`config.mk`:
```
export PLATFORM = sky130hd
export DESIGN_NAME = search_window_scanner
export DESIGN_NICKNAME = d
export VERILOG_FILES = /design/src/rtl/block_match_pkg.sv /design/src/rtl/popcount_tree.sv /design/src/rtl/search_window_scanner.sv
export SDC_FILE = /design/constraint.sdc
export NUM_CORES = 2
export LEC_CHECK = 0
export ABC_AREA = 1
export CORE_UTILIZATION = 44
export CTS_BUF_LIST = sky130_fd_sc_hd__clkbuf_8
export DETAILED_ROUTE_END_ITERATION = 8
export HOLD_SLACK_MARGIN = 0.1
export SETUP_SLACK_MARGIN = 0.05
export SLEW_MARGIN = 5
export SYNTH_ARGS = -nofsm -noshare
export SYNTH_HDL_FRONTEND = slang
export SYNTH_SLANG_ARGS = --single-unit
```
`constraint.sdc`:
```
create_clock -name clk -period 13.07 [get_ports clk]
set_clock_uncertainty 0.15 [all_clocks]
set_input_delay 3.2675 -clock clk [delete_from_list [all_inputs] [get_ports clk]]
set_output_delay 3.2675 -clock clk [all_outputs]
set_load 0.05 [all_outputs]
```
`src/rtl/block_match_pkg.sv`:
```
// Shared types for the block-matching distance stream: candidate coordinates,
// scanner state and the 8-bit Hamming distance.
package block_match_pkg;

  typedef struct packed {
    logic [7:0] v;
    logic [7:0] h;
  } coord_t;

  typedef enum logic [1:0] {IDLE, LOAD, SCAN, DRAIN} scan_state_e;

  typedef logic [7:0] dist_t;

endpackage

```
`src/rtl/popcount_tree.sv`:
```
// Combinational population count of the candidate XOR map.
// The scanner registers the result in its second pipeline stage.
module popcount_tree
  import block_match_pkg::*;
#(
  parameter int width = 64
) (
  input  logic [width-1:0] bits_i,
  output dist_t            cnt_o
);

  // Linear accumulation; synthesis rebalances this into an adder tree.
  always_comb begin
    cnt_o = '0;
    for (int i = 0; i < width; i++) cnt_o = cnt_o + dist_t'(bits_i[i]);
  end

endmodule

```
`src/rtl/search_window_scanner.sv`:
```
// Loads a reference block and a search window, then streams one XOR map,
// Hamming distance and coordinate per cycle over every candidate offset.
module search_window_scanner
  import block_match_pkg::*;
#(
  parameter int blk_h        = 8,
  parameter int blk_w        = 8,
  parameter int search_blk_w = 40,
  parameter int search_blk_h = 12,
  parameter int blk_size     = blk_h * blk_w
) (
  input  logic                    clk,
  input  logic                    reset_n,
  input  logic [blk_size-1:0]     ref_blk,
  input  logic [15:0]             ref_index,
  input  logic                    ref_valid,
  output logic                    ref_ready,
  input  logic [search_blk_w-1:0] row_data,
  input  logic                    row_valid,
  output logic                    row_ready,
  output logic [blk_size-1:0]     xors,
  output logic [7:0]              sum,
  output logic [15:0]             out_coords,
  output logic [15:0]             blk_index_o,
  output logic                    sum_valid,
  output logic                    busy
);

  localparam int NV = search_blk_h - blk_h;
  localparam int NH = search_blk_w - blk_w;
  localparam int RW = $clog2(search_blk_h);

  if (blk_size > 255 || blk_size != blk_h * blk_w) begin : g_chk_size
    $error("blk_size must equal blk_h*blk_w and be <= 255");
  end
  if (NV < 1 || NV > 256 || NH < 1 || NH > 256) begin : g_chk_range
    $error("search window must exceed block by 1..256 in each direction");
  end

  scan_state_e state_q, state_d;
  logic [RW-1:0] row_cnt_q, row_cnt_d;
  coord_t        cand_q, cand_d;
  logic          drain_q, drain_d;
  logic          ref_load, row_wr, issue;

  logic [blk_size-1:0]     ref_q;
  logic [15:0]             idx_q;
  logic [search_blk_w-1:0] rowbuf_q [search_blk_h];

  logic [blk_size-1:0] win_x, x1_q, xors_q;
  coord_t              c1_q, coords_q;
  dist_t               pc, sum_q;
  logic [15:0]         bidx_q;
  logic [1:0]          vld_pipe_q;

  // State register
  always_ff @(posedge clk or negedge reset_n) begin
    if (!reset_n) begin
      state_q   <= IDLE;
      row_cnt_q <= '0;
      cand_q    <= '0;
      drain_q   <= 1'b0;
    end else begin
      state_q   <= state_d;
      row_cnt_q <= row_cnt_d;
      cand_q    <= cand_d;
      drain_q   <= drain_d;
    end
  end

  // Next state: v ascends outer, h descends inner
  always_comb begin
    state_d   = state_q;
    row_cnt_d = row_cnt_q;
    cand_d    = cand_q;
    drain_d   = drain_q;
    case (state_q)
      IDLE: if (ref_valid) begin
        state_d   = LOAD;
        row_cnt_d = '0;
      end
      LOAD: if (row_valid) begin
        row_cnt_d = row_cnt_q + 1'b1;
        if (row_cnt_q == RW'(search_blk_h - 1)) begin
          state_d = SCAN;
          cand_d  = '{v: 8'd0, h: 8'(NH - 1)};
        end
      end
      SCAN: begin
        if (cand_q.h == 8'd0) begin
          if (cand_q.v == 8'(NV - 1)) begin
            state_d = DRAIN;
            drain_d = 1'b0;
          end else begin
            cand_d.v = cand_q.v + 8'd1;
            cand_d.h = 8'(NH - 1);
          end
        end else begin
          cand_d.h = cand_q.h - 8'd1;
        end
      end
      DRAIN: begin
        drain_d = 1'b1;
        if (drain_q) state_d = IDLE;
      end
      default: state_d = IDLE;
    endcase
  end

  // Outputs
  always_comb begin
    ref_ready = (state_q == IDLE);
    row_ready = (state_q == LOAD);
    busy      = (state_q != IDLE);
    ref_load  = ref_ready & ref_valid;
    row_wr    = row_ready & row_valid;
    issue     = (state_q == SCAN);
  end

  for (genvar r = 0; r < blk_h; r++) begin : g_row
    logic [RW-1:0]    ridx;
    logic [blk_w-1:0] sh;
    assign ridx = RW'(32'(cand_q.v) + 32'(r));
    assign sh   = blk_w'(rowbuf_q[ridx] >> cand_q.h);
    assign win_x[r*blk_w +: blk_w] = ref_q[r*blk_w +: blk_w] ^ sh;
  end

  popcount_tree #(.width(blk_size)) u_pop (
    .bits_i (x1_q),
    .cnt_o  (pc)
  );

  // Stage 1 registers the XOR map, stage 2 the popcount; all output fields
  // load together and hold while no candidate is in flight.
  always_ff @(posedge clk or negedge reset_n) begin
    if (!reset_n) begin
      ref_q      <= '0;
      idx_q      <= '0;
      rowbuf_q   <= '{default: '0};
      vld_pipe_q <= '0;
      x1_q       <= '0;
      c1_q       <= '0;
      xors_q     <= '0;
      sum_q      <= '0;
      coords_q   <= '0;
      bidx_q     <= '0;
    end else begin
      if (ref_load) begin
        ref_q <= ref_blk;
        idx_q <= ref_index;
      end
      if (row_wr) rowbuf_q[row_cnt_q] <= row_data;
      vld_pipe_q <= {vld_pipe_q[0], issue};
      if (issue) begin
        x1_q <= win_x;
        c1_q <= cand_q;
      end
      if (vld_pipe_q[0]) begin
        xors_q   <= x1_q;
        sum_q    <= pc;
        coords_q <= c1_q;
        bidx_q   <= idx_q;
      end
    end
  end

  assign xors        = xors_q;
  assign sum         = sum_q;
  assign out_coords  = coords_q;
  assign blk_index_o = bidx_q;
  assign sum_valid   = vld_pipe_q[1];

endmodule
```
== After elaboration in Yosys (flattened, before gate mapping) ==
Index checks and enable logic that the tools add are counted.
Storage, ports and cells
  register bits: 769
  input bits: 124
  output and inout port bits: 108
Cells by class
  reductions and logical operators: 12
  equal/unequal tests: 13
  shift operators: 8
  $lt $le $gt $ge: 10
  bitwise logic cells: 19
  add/sub/neg operators: 73
  mux-type cells: 46
Operators by type and width (count)
  40-bit binary-select mux with 4-bit select: 8
  40-bit two-way mux: 17
  8-bit by 1-bit adder with 8-bit output: 62
  480-bit bitwise mux: 1
  40-bit by 8-bit right shift with 8-bit output: 8
  40-bit demux with 4-bit select: 1
  8-bit XOR: 8
  16-bit two-way mux: 3
  5-bit >= comparator, second input constant: 9
  4-bit inverter with 5-bit output: 9
  16-bit one-hot mux with 2 select lines: 1
  4-bit by 3-bit adder with 4-bit output, second input constant: 4
  8-bit two-way mux: 2
  2-bit two-way mux: 6
  4-bit by 1-bit adder with 4-bit output, second input constant: 2
  4-bit by 2-bit adder with 4-bit output, second input constant: 2
  8-bit by 1-bit adder with 8-bit output, second input constant: 1
  8-bit by 2-bit == test with 1-bit output, second input constant: 1
  8-bit logical NOT: 1
  4-bit two-way mux: 2
  2-bit inequality test, second input constant: 4
  2-bit one-hot mux with 4 select lines: 1
  4-bit one-hot mux with 2 select lines: 1
  2-bit nonzero test: 4
  other kinds (17): 23

== Longest topological paths before layout ==
  depth in word-level cells: 63
  gate-level depth with buffers: 26
  depth with buffers taken out: 24

== By module ==
From an unflattened synthesis, not the netlist that was laid out.
Unflattened totals
  cells, all modules: 10433
  area total of the unflattened synthesis: 64424.3 um^2
Modules (own cells, without submodules)
  search_window_scanner: cells each 10234, times used 1, area each 62597.5 um^2
  popcount_tree: cells each 199, times used 1, area each 1826.8 um^2

== Worst setup path before layout ==
Ideal clock, no wire load.
  path kind: flip-flop to flip-flop
  from: register x1_q[0]
  to: register sum_q[6] (netlist: sum[6])
  stages on the path, launching flop included: 17
  period minus slack after synthesis: 6.057 ns
  library setup time: 0.077 ns
  data required time: 12.843 ns
  setup slack: 7.013 ns
  arrival time: 5.829 ns
  path buffers: 0
  cell sequence: dfrtp_1 -> ha_1 -> inv_1 -> fa_1 -> fa_1 -> fa_1 -> fa_1 -> fa_1 -> fa_1 -> fa_1 -> fa_1 -> fa_1 -> fa_1 -> o31ai_1 -> and2_1 -> o21ai_0 -> a21oi_1
Between the ends
  cells in the longest elaborated chain, start to end: 63
RTL lines
  start: declaration: line search_window_scanner.sv:50  | logic [blk_size-1:0] win_x, x1_q, xors_q;
  start signal: assignment: line search_window_scanner.sv:155  | x1_q <= win_x;
  1-bit by 1-bit adder with 2-bit output: line popcount_tree.sv:15  | for (int i = 0; i < width; i++) cnt_o = cnt_o + dist_t'(bits_i[i]);
  8-bit by 1-bit adder with 8-bit output (62 in series): line popcount_tree.sv:15
  end signal: assignment: line search_window_scanner.sv:160  | sum_q <= pc;
  end: declaration: line search_window_scanner.sv:52  | dist_t pc, sum_q;
Every way passes these cells.
A chain may end at the register's enable or synchronous reset.

== Worst setup path in the final report ==
  from: register x1_q[54]
  to: register sum_q[6] (netlist: sum[6])
Between the ends
  cells in the longest elaborated chain, start to end: 10
RTL lines (line)
  8-bit by 1-bit adder with 8-bit output (10 in series): popcount_tree.sv:15
Every way passes these cells.

==> qor.yml <==
min_path:
  hold_start: "xors[18]"
  hold_class: "flop to flop"
clocking:
  h-tree-depth: 4
  path_clk_slew_ns: 0.06
  clock_sinks: 768
  cts.path.max_buffers: 3
  cts_buffers: 148
  postCtsHoldBufs: 0
  cts_tree: "built"
  clk-insertion-delay-late_ns: 0.95
  ctsResizeCount: 0
  post_cts_buffers: 0
  cts_root_buf: "clkbuf_8"
routing:
  wl_um: 329000
  wl_per_cell_um: 27.2
  drcViolationCount: 0
  detail-route-antenna-nets: 0
  avgViaCountPerCell: 6.37
  via_count: 76900
  drt_first_pass_iters: 9
  drt_iter0_markers: 12500
finish:
  drive_above_1_share_pct: 4.32
  num-fill-cells: 15400
  nets: 10300
  area_growth_pct: 8.72
placement:
  hpwl_um: 234000
  gp_congestion: 1.12
  port_buffers: 230
synthesis:
  synth.distinct_cells: 41
  synth_area_leader_cell: "dfrtp_1"
  syn-instance-count: 10400
  synth_area_per_cell_um2: 6.10
  ys_seq_area_share_pct: 30.2
  synth_flop_cell: "dfrtp_1"
  synth_top_cell_area_share_pct: 30.2
  synth_seq_cells: 768
  synth_area_leaders: "dfrtp_1 (30%), nand3_1 (26%), nand2_1 (21%), o21ai_0 (5.0%), nand4_1 (3.5%)"
  synth_edf_count: 0
  yosys_warnings: 0
  netlist_area_um2: 63500
  async_flop_share_pct: 100
  syn-num-nets: 10600
job:
  drv_cap: 0
floorplan:
  die_area_um2: 146000
  die_x_um: 382
  start_util_pct: 44.3
  die_h_um: 382
  ios: 232
  rows: 139
  core_area_um2: 143000
setup_path:
  cpMostUsedCell: "fa_1"
  required_ns: 13.76
  crit_path_max_incr_delay_ns: 0.56
  slowest_stage: "fa_1"
  cp_max_fo: 3
  timing.rr.start: "x1_q[54]"
  crit_path_start: "x1_q[54]"
  cp_cell_sequence: "fa_1 -> inv_1 -> fa_1 -> inv_1 -> fa_1 -> inv_1 -> fa_1 -> fa_1 -> fa_1 -> fa_1 -> fa_1 -> fa_1 -> fa_1 -> o31ai_1 -> and2_1 -> o21ai_0 -> a21oi_1"
  worst-setup-path-type: "flop to flop"
  worstSetupStartpointType: "flop"
  crit_path_end_kind: "flop"
  crit_arrival_ns: 7.09
sta:
  hold_violations: 0
  rsz0062_at_grt: "no"
  relSlewSlack_pct: 17.4
  setup_viol: 0
  slew_viol_final: 0
  tightest_slew_ns: 1.23
  finalCritPeriodShare_pct: 49.0
  tns_ns: 0
  fmax_mhz: 156
  layout_min_cycle_time_ns: 6.41
grt:
  globalRouteTotalUtil_pct: 44.1
  antenna_found_initial: 15
  grt_pass1_wl_um: 478000
  grt_start_max_net_pins: 162
  grt_pass1_vias: 69700
  overflow: 0
run_status:
  status: "completed"
[critical path: cells and delay by family (launching register included)]
family          cells  cell delay [ns]
fa+ha+maj          10             4.90
flops               1             0.41
buf+inv             3             0.20
compound gates      3             0.53
simple gates        1             0.19
[final timing paths]
path | to | cells after the start | slack (ns)
worst max-delay path | sum[6] | 17 | 6.66
worst min-delay path | xors[18] | 2 | 0.32
worst max register to register | sum[6] | 17 | 6.66
min in group asynchronous | rowbuf_q[261] | 1 | 2.26
max in group asynchronous | cand_q[8] | 3 | 8.20
worst min register to register | xors[18] | 2 | 0.32
[metal layers]
metal / track usage (%) / wire length [um] / share of wire, %
met5: 0 / 144 / 0.044
met4: 21.2 / 18500 / 5.6
met3: 12.0 / 41200 / 13
met2: 63.0 / 136000 / 41
met1: 61.0 / 133000 / 41
[registers in the layout, summed over array words and instances (netlist names), 4 cells and up]
signal,count
blk_index_o,16
c1_q,16
cand_q,16
idx_q,16
out_coords,16
ref_q,64
row_cnt_q,4
rowbuf_q,480
sum,7
x1_q,64
xors,64
[layout by cell type (no fill, tap or decap), types with 16 or more instances in the layout]
master,synthesis,final
buf_4,32,111
clkdlybuf4s50_1,0,229
ha_1,34,31
nor2_1,115,110
a21oi_1,100,100
clkinv_2,0,23
fa_1,54,54
o21ai_0,629,629
mux2_2,16,16
mux2i_1,18,18
inv_1,397,421
clkbuf_8,0,176
nand4_1,359,359
dfrtp_1,768,760
nand3_1,3318,3318
o21ai_1,45,45
nand2_1,3591,3576
[cells by family (layout without fill, tap and decap cells)]
group	Yosys count	in the layout	share of synthesized area [%]
AO/OA/AOI/OAI	798	798	6.37
XOR/XNOR	14	14	0.193
adder cells (fa/ha/maj)	88	88	2.37
buffers and inverters	1278	1017	8.15
flip-flops	768	768	30.2
multiplexers	34	34	0.567
other	1	8	0.00590
AND/OR/NAND/NOR	7434	7434	52.1
[through the flow]
| stage | instances | util [%] | hold slack, ns | instance area (um2) | worst slack (ns) |
|---|---|---|---|---|---|
| 3_5_place_dp | 11800 | 46.0 | 0.307 | 66000 | 6.65 |
| 6_report | 12100 | 48.1 | 0.316 | 69100 | 6.66 |
| 4_1_cts | 12100 | 48.1 | 0.321 | 69100 | 6.69 |
| 2_1_floorplan | 10400 | - | 0.202 | 63500 | 7.01 |
| 5_1_grt | 12100 | 48.1 | 0.341 | 69100 | 6.42 |
| 3_3_place_gp | 11800 | 46.0 | 0.297 | 66000 | 6.68 |
[cell usage after synthesis (all sizes together), types with 2 or more instances]
master	n
o31ai	3
nor4	3
ha	34
fa	54
xnor2	3
xor2	11
or2	16
clkinv	7
o211ai	12
dfrtp	768
nor3	7
a21oi	100
o22ai	5
mux2i	18
mux2	16
nor2	121
nand2	3592
nand4	359
o21ai	674
inv	408
clkbuf	477
nand3	3318
buf	386
a31oi	2
and2	16
[cell type report]
class	count	area, um2	area share, %
antenna	7	17.5	0.0254
sequential	768	19200	27.9
inverter	415	1610	2.33
tap	1903	2380	3.45
clock buffer	176	2420	3.51
clock inverter	77	639	0.925
multi-input combinational	8369	39500	57.1
timing repair buffer	349	3300	4.78
Power is not shown: default switching activity piles up to over one toggle a cycle in this logic, so the estimate is an artifact.
